**src/rtl/fifo_ser_pkg.sv**
```systemverilog
// Shared state encoding and sizing helpers for the FIFO word serializer.
package fifo_ser_pkg;

  localparam logic [1:0] IDLE = 2'd0;
  localparam logic [1:0] REQ  = 2'd1;
  localparam logic [1:0] WAIT = 2'd2;
  localparam logic [1:0] SEND = 2'd3;

  localparam int DEF_DATA_W = 32;
  localparam int DEF_BYTE_W = 8;
  localparam int NBYTES     = DEF_DATA_W / DEF_BYTE_W;
  localparam int CNT_W      = $clog2(NBYTES);

  // A one-byte word still needs a one-bit counter.
  function automatic int cnt_width(input int nbytes);
    return (nbytes > 1) ? $clog2(nbytes) : 1;
  endfunction

endpackage

```
**src/rtl/fifo_ser_shreg.sv**
```systemverilog
// Word load/shift register with byte counter.
// Build option FIFO_SER_MSB_FIRST_EN presents the most-significant byte first.
module fifo_ser_shreg
  import fifo_ser_pkg::*;
#(
  parameter int DATA_W = 32,
  parameter int BYTE_W = 8
) (
  input  logic              clk,
  input  logic              rst,
  input  logic              load,
  input  logic              shift,
  input  logic [DATA_W-1:0] load_data,
  output logic [BYTE_W-1:0] cur_byte,
  output logic              last
);

  localparam int NB = DATA_W / BYTE_W;
  localparam int CW = cnt_width(NB);

  logic [DATA_W-1:0] sreg;
  logic [CW-1:0]     cnt;

  always_ff @(posedge clk or posedge rst) begin
    if (rst) begin
      sreg <= '0;
      cnt  <= '0;
    end else if (load) begin
      sreg <= load_data;
      cnt  <= '0;
    end else if (shift) begin
`ifdef FIFO_SER_MSB_FIRST_EN
      sreg <= sreg << BYTE_W;
`else
      sreg <= sreg >> BYTE_W;
`endif
      cnt  <= cnt + 1'b1;
    end
  end

`ifdef FIFO_SER_MSB_FIRST_EN
  assign cur_byte = sreg[DATA_W-1 -: BYTE_W];
`else
  assign cur_byte = sreg[BYTE_W-1:0];
`endif
  assign last = (cnt == CW'(NB - 1));

endmodule

```
**src/rtl/fifo_word_serializer.sv**
```systemverilog
// Pops words from a registered-output FIFO and streams them as bytes over valid/ready.
// Build option FIFO_SER_MSB_FIRST_EN sends the most-significant byte of each word first.
module fifo_word_serializer
  import fifo_ser_pkg::*;
#(
  parameter int DATA_W = 32,
  parameter int BYTE_W = 8,
  parameter int RD_LAT = 1
) (
  input  logic              Clk,
  input  logic              Rst,
  input  logic              EN,
  input  logic              fifo_empty,
  output logic              fifo_rd,
  input  logic [DATA_W-1:0] fifo_data,
  output logic              out_valid,
  input  logic              out_ready,
  output logic [BYTE_W-1:0] out_data,
  output logic              out_last,
  output logic              busy
);

  localparam int LW = 2;

  logic [1:0]    state;
  logic [LW-1:0] lat_cnt;
  logic          fetch_ok;
  logic          lat_done;
  logic          load;
  logic          shift;
  logic          last;

  assign fetch_ok = EN && !fifo_empty;
  assign lat_done = (lat_cnt == LW'(RD_LAT - 1));
  assign load     = (state == WAIT) && lat_done;
  assign shift    = (state == SEND) && out_ready;

  // WAIT covers the FIFO's read latency; data is captured on the edge that ends it.
  always_ff @(posedge Clk or posedge Rst) begin
    if (Rst) begin
      state   <= IDLE;
      lat_cnt <= '0;
    end else begin
      case (state)
        IDLE: if (fetch_ok) state <= REQ;
        REQ: begin
          state   <= WAIT;
          lat_cnt <= '0;
        end
        WAIT: begin
          if (lat_done) state <= SEND;
          else          lat_cnt <= lat_cnt + 1'b1;
        end
        SEND: if (out_ready && last) state <= fetch_ok ? REQ : IDLE;
        default: state <= IDLE;
      endcase
    end
  end

  fifo_ser_shreg #(
    .DATA_W (DATA_W),
    .BYTE_W (BYTE_W)
  ) u_shreg (
    .clk       (Clk),
    .rst       (Rst),
    .load      (load),
    .shift     (shift),
    .load_data (fifo_data),
    .cur_byte  (out_data),
    .last      (last)
  );

  assign fifo_rd   = (state == REQ);
  assign out_valid = (state == SEND);
  assign out_last  = (state == SEND) && last;
  assign busy      = (state != IDLE);

endmodule

```
**config.mk**
```make
export PLATFORM = sky130hd
export DESIGN_NAME = fifo_word_serializer
export DESIGN_NICKNAME = d
export VERILOG_FILES = /design/src/rtl/fifo_ser_pkg.sv /design/src/rtl/fifo_ser_shreg.sv /design/src/rtl/fifo_word_serializer.sv
export SDC_FILE = /design/constraint.sdc
export NUM_CORES = 1
export LEC_CHECK = 0
export CAP_MARGIN = 5
export CORE_MARGIN = 2
export CORE_UTILIZATION = 35
export DETAILED_ROUTE_END_ITERATION = 7
export PLACE_DENSITY = 0.58
export SYNTH_ARGS = -nofsm -noshare
export SYNTH_HDL_FRONTEND = slang
export SYNTH_SLANG_ARGS = --single-unit
export TNS_END_PERCENT = 100
```
**constraint.sdc**
```tcl
create_clock -name Clk -period 4.7 [get_ports Clk]
set_input_delay 0.47 -clock Clk [delete_from_list [all_inputs] [get_ports Clk]]
set_output_delay 0.47 -clock Clk [all_outputs]
set_load 0.1 [all_outputs]
```
==> metrics, run 1 <==
status finished clean; Setup CP Type register to primary output; Startpoint Class register; initial core utilization 0.361; clk slew on worst S/H paths 0.07 ns; Top FF cell, synth dfrtp_1; H-tree depth 2; RR Endpoint u_shreg.sreg[29]; CTS sink cnt 38; TritonCTS clock tree yes; FP Rows 26; Final setup viols 0; cells on worst reg2reg path 5; fin nets 253; Worst Max-Slew Pin Slew 0.966 ns; First-pass DRT Iterations 5; number of global-route vias before repair 1,276; Residual DRC 0; R2R setup slack 2.60 ns; area leader, netlist dfrtp_1; Critical Path Source state[1]; routed length per instance 12.9 um; register area 951 um2; Routed WL 3590 um; Worst EP arrival 2.36 ns; RR Startpoint state[0]; async set-reset flop share out of synthesis 1.00; final hold vios 0; Root Buffer clkbuf_8; Max Freq 0.354 GHz; count leader, synth dfrtp_1; crit path time final 2.83 ns; Starting DRT DRC Count 52; die area 0.00587 mm2; total routing usage reported by global routing 0.128; Final Skew 0.00850 ns; Core ar. 0.00511 mm2; setup repair after global routing missed its margin false; PortBufs 48; Avg Synthesized Cell Area 10.8 um2; layout cells sized above 1 0.0622; wire length of the first global-routing pass 5940 um; Area Overhead vs Synth 29.5%; DIE WIDTH 76.6 um; post-CTS setup buffer count 0; max_slew headroom 0.354; Fillers 509; Inst Count DP 272; syn_nets 215; initial antenna violation count 0; Final Max Slew Viols 0; via count 1,338; Synth cell types 25; register area share after synthesis 0.516; Pleak 1.16 nW; max cap viols 0; Vias/cell 4.80; hold path cells 1; Synth top area share 0.516; top cells by count, synth dfrtp_1 (38), nand2_1 (27), o21ai_0 (25); Setup crit end kind primary output; routability cong. 0.748; Yosys reg bits 38; Final Cycle Share 0.602; pwr/cell area 693 mW/mm2; Post-synth EDFFs 0; CP Capture Point out_last; setup_tns 0 ns; # diodes 0; multi-input logic area 757 um2; Synth Instances 171; largest net degree at the start of global routing 61; Synth Warn # 0; non-filler cells in the finished layout 279; worst min-delay path category register to register; antenna-violating nets left 0; peak supply drop 0.292 mV; crit path max fanout 7; mapped cell area 0.00184 mm2; dpl hpwl 2530 um; clock latency on the worst-skew pair 0.29 ns; IO Pins 49; synth top area cells dfrtp_1 (52%), mux2i_1 (13%), o21ai_0 (6.8%); critical path required time 4.23 ns; # hold bufs at CTS 0; CTS-repair resized insts 0; clk buf depth 2; total grt overflow 0; Final Util 0.468; Num CTS Buffers 5; Die H 76.6 um
## registers in the layout, summed over array words and instances, names as in the netlist
signal / flops
u_shreg.sreg: 32
u_shreg.cnt: 2
lat_cnt: 2
state: 2
## metrics by stage
stage               worst slack [ns]  cell area (um2)  hold WS (ns)  total power, W
finish                          1.87             2390         0.497         0.00166
global route                    1.80             2390         0.535         0.00177
CTS                             1.85             2390         0.505         0.00168
detailed placement              2.17             2310         0.482         0.00147
global placement                2.22             2310         0.482         0.00143
floorplan                       1.96             1840         0.465         0.00131
## worst min-delay path by stage
stage	from	end	slack, ns
final	u_shreg.sreg[26]	u_shreg.sreg[26]	0.50
after global routing	u_shreg.sreg[29]	u_shreg.sreg[29]	0.53
after CTS	u_shreg.sreg[26]	u_shreg.sreg[26]	0.51
after detailed placement	u_shreg.sreg[30]	u_shreg.sreg[30]	0.48
after global placement	u_shreg.sreg[28]	u_shreg.sreg[28]	0.48
after floorplan	u_shreg.sreg[24]	u_shreg.sreg[24]	0.47
## power by group
group / internal, W / switching, W
clock network: 0.0000995 / 0.000109
registers: 0.000474 / 0.0000839
logic: 0.000284 / 0.000605
total: 0.000858 / 0.000798
## cells in the final DEF (no fill, tap or decap), drive strengths merged, types with 2 or more instances in the layout
master         instances
clkbuf                 5
clkdlybuf4s50         48
mux2i                 24
ha                     7
a22o                   9
nand2                 28
a21oi                  2
dfrtp                 38
and2                   2
o21ai                 26
clkinv                 2
inv                    7
## routing by layer
layer | vias up | track usage | part of all wire
li1 | 654 | - | -
met1 | 649 | 0.164 | 0.46
met2 | 31 | 0.200 | 0.48
met3 | 4 | 0.0296 | 0.042
met4 | 0 | 0.0709 | 0.017
met5 | - | 0 | 0
## cells by family (layout without fill, tap and decap cells)
kind of cell,count (synthesis),count (layout),synth area share
AO/OA/AOI/OAI,41,41,0.142
XOR/XNOR,1,1,0.00475
adder cells (fa/ha/maj),7,7,0.0475
buffers and inverters,25,63,0.0746
flip-flops,38,38,0.516
multiplexers,25,25,0.136
AND/OR/NAND/NOR,34,34,0.0794
## critical path, stage by stage (launching register included)
cell and delay [ns]:
dfrtp_1 0.39, ha_1 0.38, and2_1 0.18, clkdlybuf4s50_1 1.12
## final cells by class
| cell class | instances | share of cell area |
|---|---|---|
| Inverter | 7 | 0.0110 |
| Timing Repair Buffer | 49 | 0.204 |
| Clock inverter | 2 | 0.00419 |
| Clock buffer | 5 | 0.0288 |
| Sequential cell | 38 | 0.398 |
| Tap cell | 70 | 0.0367 |
| Multi-Input combinational cell | 108 | 0.317 |
No activity file was read; power rests on OpenSTA's default activity.
==> inputs of run 2 (changes only) <==
- PLACE_DENSITY: 0.58 -> 0.6
- clock period: 4.7 -> 2.25 ns (I/O delays scaled with it)
==> metrics, run 2 (same netlist as run 1, synthesis figures left out) <==
status finished clean (unchanged); dpl hpwl 2480 um (was 2530 um); clk slew on worst S/H paths 0.08 ns (was 0.07 ns); Area Overhead vs Synth 30.8% (was 29.5%); most frequent cells in the layout dfrtp_1 (38), clkdlybuf4s50_1 (36), nand2_1 (27), o21ai_0 (25), mux2i_1 (24) (was clkdlybuf4s50_1 (48), dfrtp_1 (38), nand2_1 (27), o21ai_0 (25), mux2i_1 (24)); crit path max fanout 7 (unchanged); Fillers 509 (unchanged); Largest register FFs 32 (unchanged); DIE WIDTH 76.6 um (unchanged); Final Cycle Share 0.740; First-pass DRT Iterations 4 (was 5); largest net degree at the start of global routing 44 (was 61); Pleak 1.19 nW (was 1.16 nW); most flop-heavy register u_shreg.sreg (unchanged); fin nets 254 (was 253); layout cells sized above 1 0.133 (was 0.0622); crit-path cells ha_2 -> and2_1 -> buf_4 (was ha_1 -> and2_1 -> clkdlybuf4s50_1); Setup CP Type register to primary output (unchanged); peak supply drop 0.599 mV (was 0.292 mV); routability cong. 0.734 (was 0.748); antenna-violating nets left 0 (unchanged); PortBufs 48 (unchanged); pwr/cell area 1480 mW/mm2 (was 693 mW/mm2); CTS sink cnt 38 (unchanged); FP Rows 26 (unchanged); setup_tns 0 ns (unchanged); IO Pins 49 (unchanged); total grt overflow 0 (unchanged); Setup crit end kind primary output (unchanged); final hold vios 0 (unchanged); worst min-delay path category primary input to async pin (was register to register); Final Skew 0.00561 ns (was 0.00850 ns); CTS-repair resized insts 0 (unchanged); Worst Max-Slew Pin Slew 0.479 ns (was 0.966 ns); wire length of the first global-routing pass 6010 um (was 5940 um); total routing usage reported by global routing 0.130 (was 0.128); WP buf/inv 1 (unchanged); CP max-delay cell dfrtp_1 (was clkdlybuf4s50_1); routed length per instance 12.7 um (was 12.9 um); number of global-route vias before repair 1,255 (was 1,276); max cap viols 0 (unchanged); Final setup viols 0 (unchanged); max_slew headroom 0.681 (was 0.354); die area 0.00587 mm2 (unchanged); Vias/cell 4.63 (was 4.80); Final Max Slew Viols 0 (unchanged); Starting DRT DRC Count 88 (was 52); Core ar. 0.00511 mm2 (unchanged); # diodes 0 (unchanged); clock latency on the worst-skew pair 0.28 ns (was 0.29 ns); Root Buffer clkbuf_8 (unchanged); Routed WL 3580 um (was 3590 um); Max Freq 0.600 GHz; initial antenna violation count 0 (unchanged); post-CTS setup buffer count 0 (unchanged); Pwr Total 0.00356 W (was 0.00166 W); H-tree depth 2 (unchanged); clk buf depth 2 (unchanged); Worst EP arrival 1.44 ns (was 2.36 ns); Top delay family on crit path flip-flops (was buffers and inverters); Residual DRC 0 (unchanged); critical path required time 2.03 ns (was 4.23 ns); Max stage delay on crit path 0.41 ns (was 1.12 ns); setup repair after global routing missed its margin false (unchanged); commonest non-fill, non-tap cell in the layout dfrtp_1 (was clkdlybuf4s50_1); via count 1,302 (was 1,338); Startpoint Class register (unchanged); Die H 76.6 um (unchanged); crit path time final 1.67 ns; Num CTS Buffers 5 (unchanged); initial core utilization 0.361 (unchanged); # hold bufs at CTS 0 (unchanged); TritonCTS clock tree yes (unchanged)
## run 2: cell types whose count changed in the layout (fill, tap and decap cells not counted), sizes merged
cell           previous run  this run
buf                       1        14
clkbuf                    5         8
clkdlybuf4s50            48        36
clkinv                    2         0
## run 2: worst reg2reg max path, stage by stage (launching register included)
cell and delay, ns:
dfrtp_1 0.38, inv_1 0.11, ha_1 0.23, and2_2 0.29
o21bai_1 0.23, mux2_2 0.28
## run 2: cell type report
cell class | instances | area (um2) | share of cell area
clock buffers | 8 | 110 | 0.0456
repair buffers | 50 | 478 | 0.198
multi-input cells | 108 | 759 | 0.315
inverters | 7 | 26.3 | 0.0109
well taps | 70 | 87.6 | 0.0363
flip-flops and latches | 38 | 951 | 0.394
## run 2: report_power, final
group / switching [W] / leakage (nW) / total (W) / internal, W
Combinational: 0.00126 / 0.656 / 0.00185 / 0.000591
Sequential: 0.000181 / 0.480 / 0.00117 / 0.000990
Clock: 0.000231 / 0.0575 / 0.000541 / 0.000309
Total: 0.00167 / 1.19 / 0.00356 / 0.00189
## run 2: metrics by stage
step	std cells	util	hold slack (ns)	area [um2]	worst slack, ns
6_report	281	0.472	0.338	2410	0.584
5_1_grt	281	0.472	0.406	2410	0.512
4_1_cts	281	0.472	0.366	2410	0.563
3_5_place_dp	273	0.451	0.485	2300	0.601
3_3_place_gp	273	0.451	0.483	2300	0.617
2_1_floorplan	171	-	0.342	1850	0.0774
## run 2: final timing paths
| check | startpoint | endpoint | slack (ns) | cells after the start |
|---|---|---|---|---|
| worst max-delay path | state[1] | out_last | 0.58 | 3 |
| worst min-delay path | Rst | u_shreg.sreg[7] | 0.34 | 3 |
| worst max register to register | state[0] | lat_cnt[0] | 0.62 | 5 |
| worst min register to register | u_shreg.sreg[28] | u_shreg.sreg[28] | 0.50 | 1 |
| max in group asynchronous | Rst | u_shreg.sreg[28] | 1.56 | 3 |
| min in group Clk | fifo_data[6] | u_shreg.sreg[6] | 0.49 | 3 |
## run 2: routing by layer
layer,GRT usage,up-vias,part of all wire
li1,-,661,-
met4,0.0709,0,0.018
met3,0.0308,4,0.039
met5,0,-,0
met1,0.185,607,0.51
met2,0.181,30,0.43
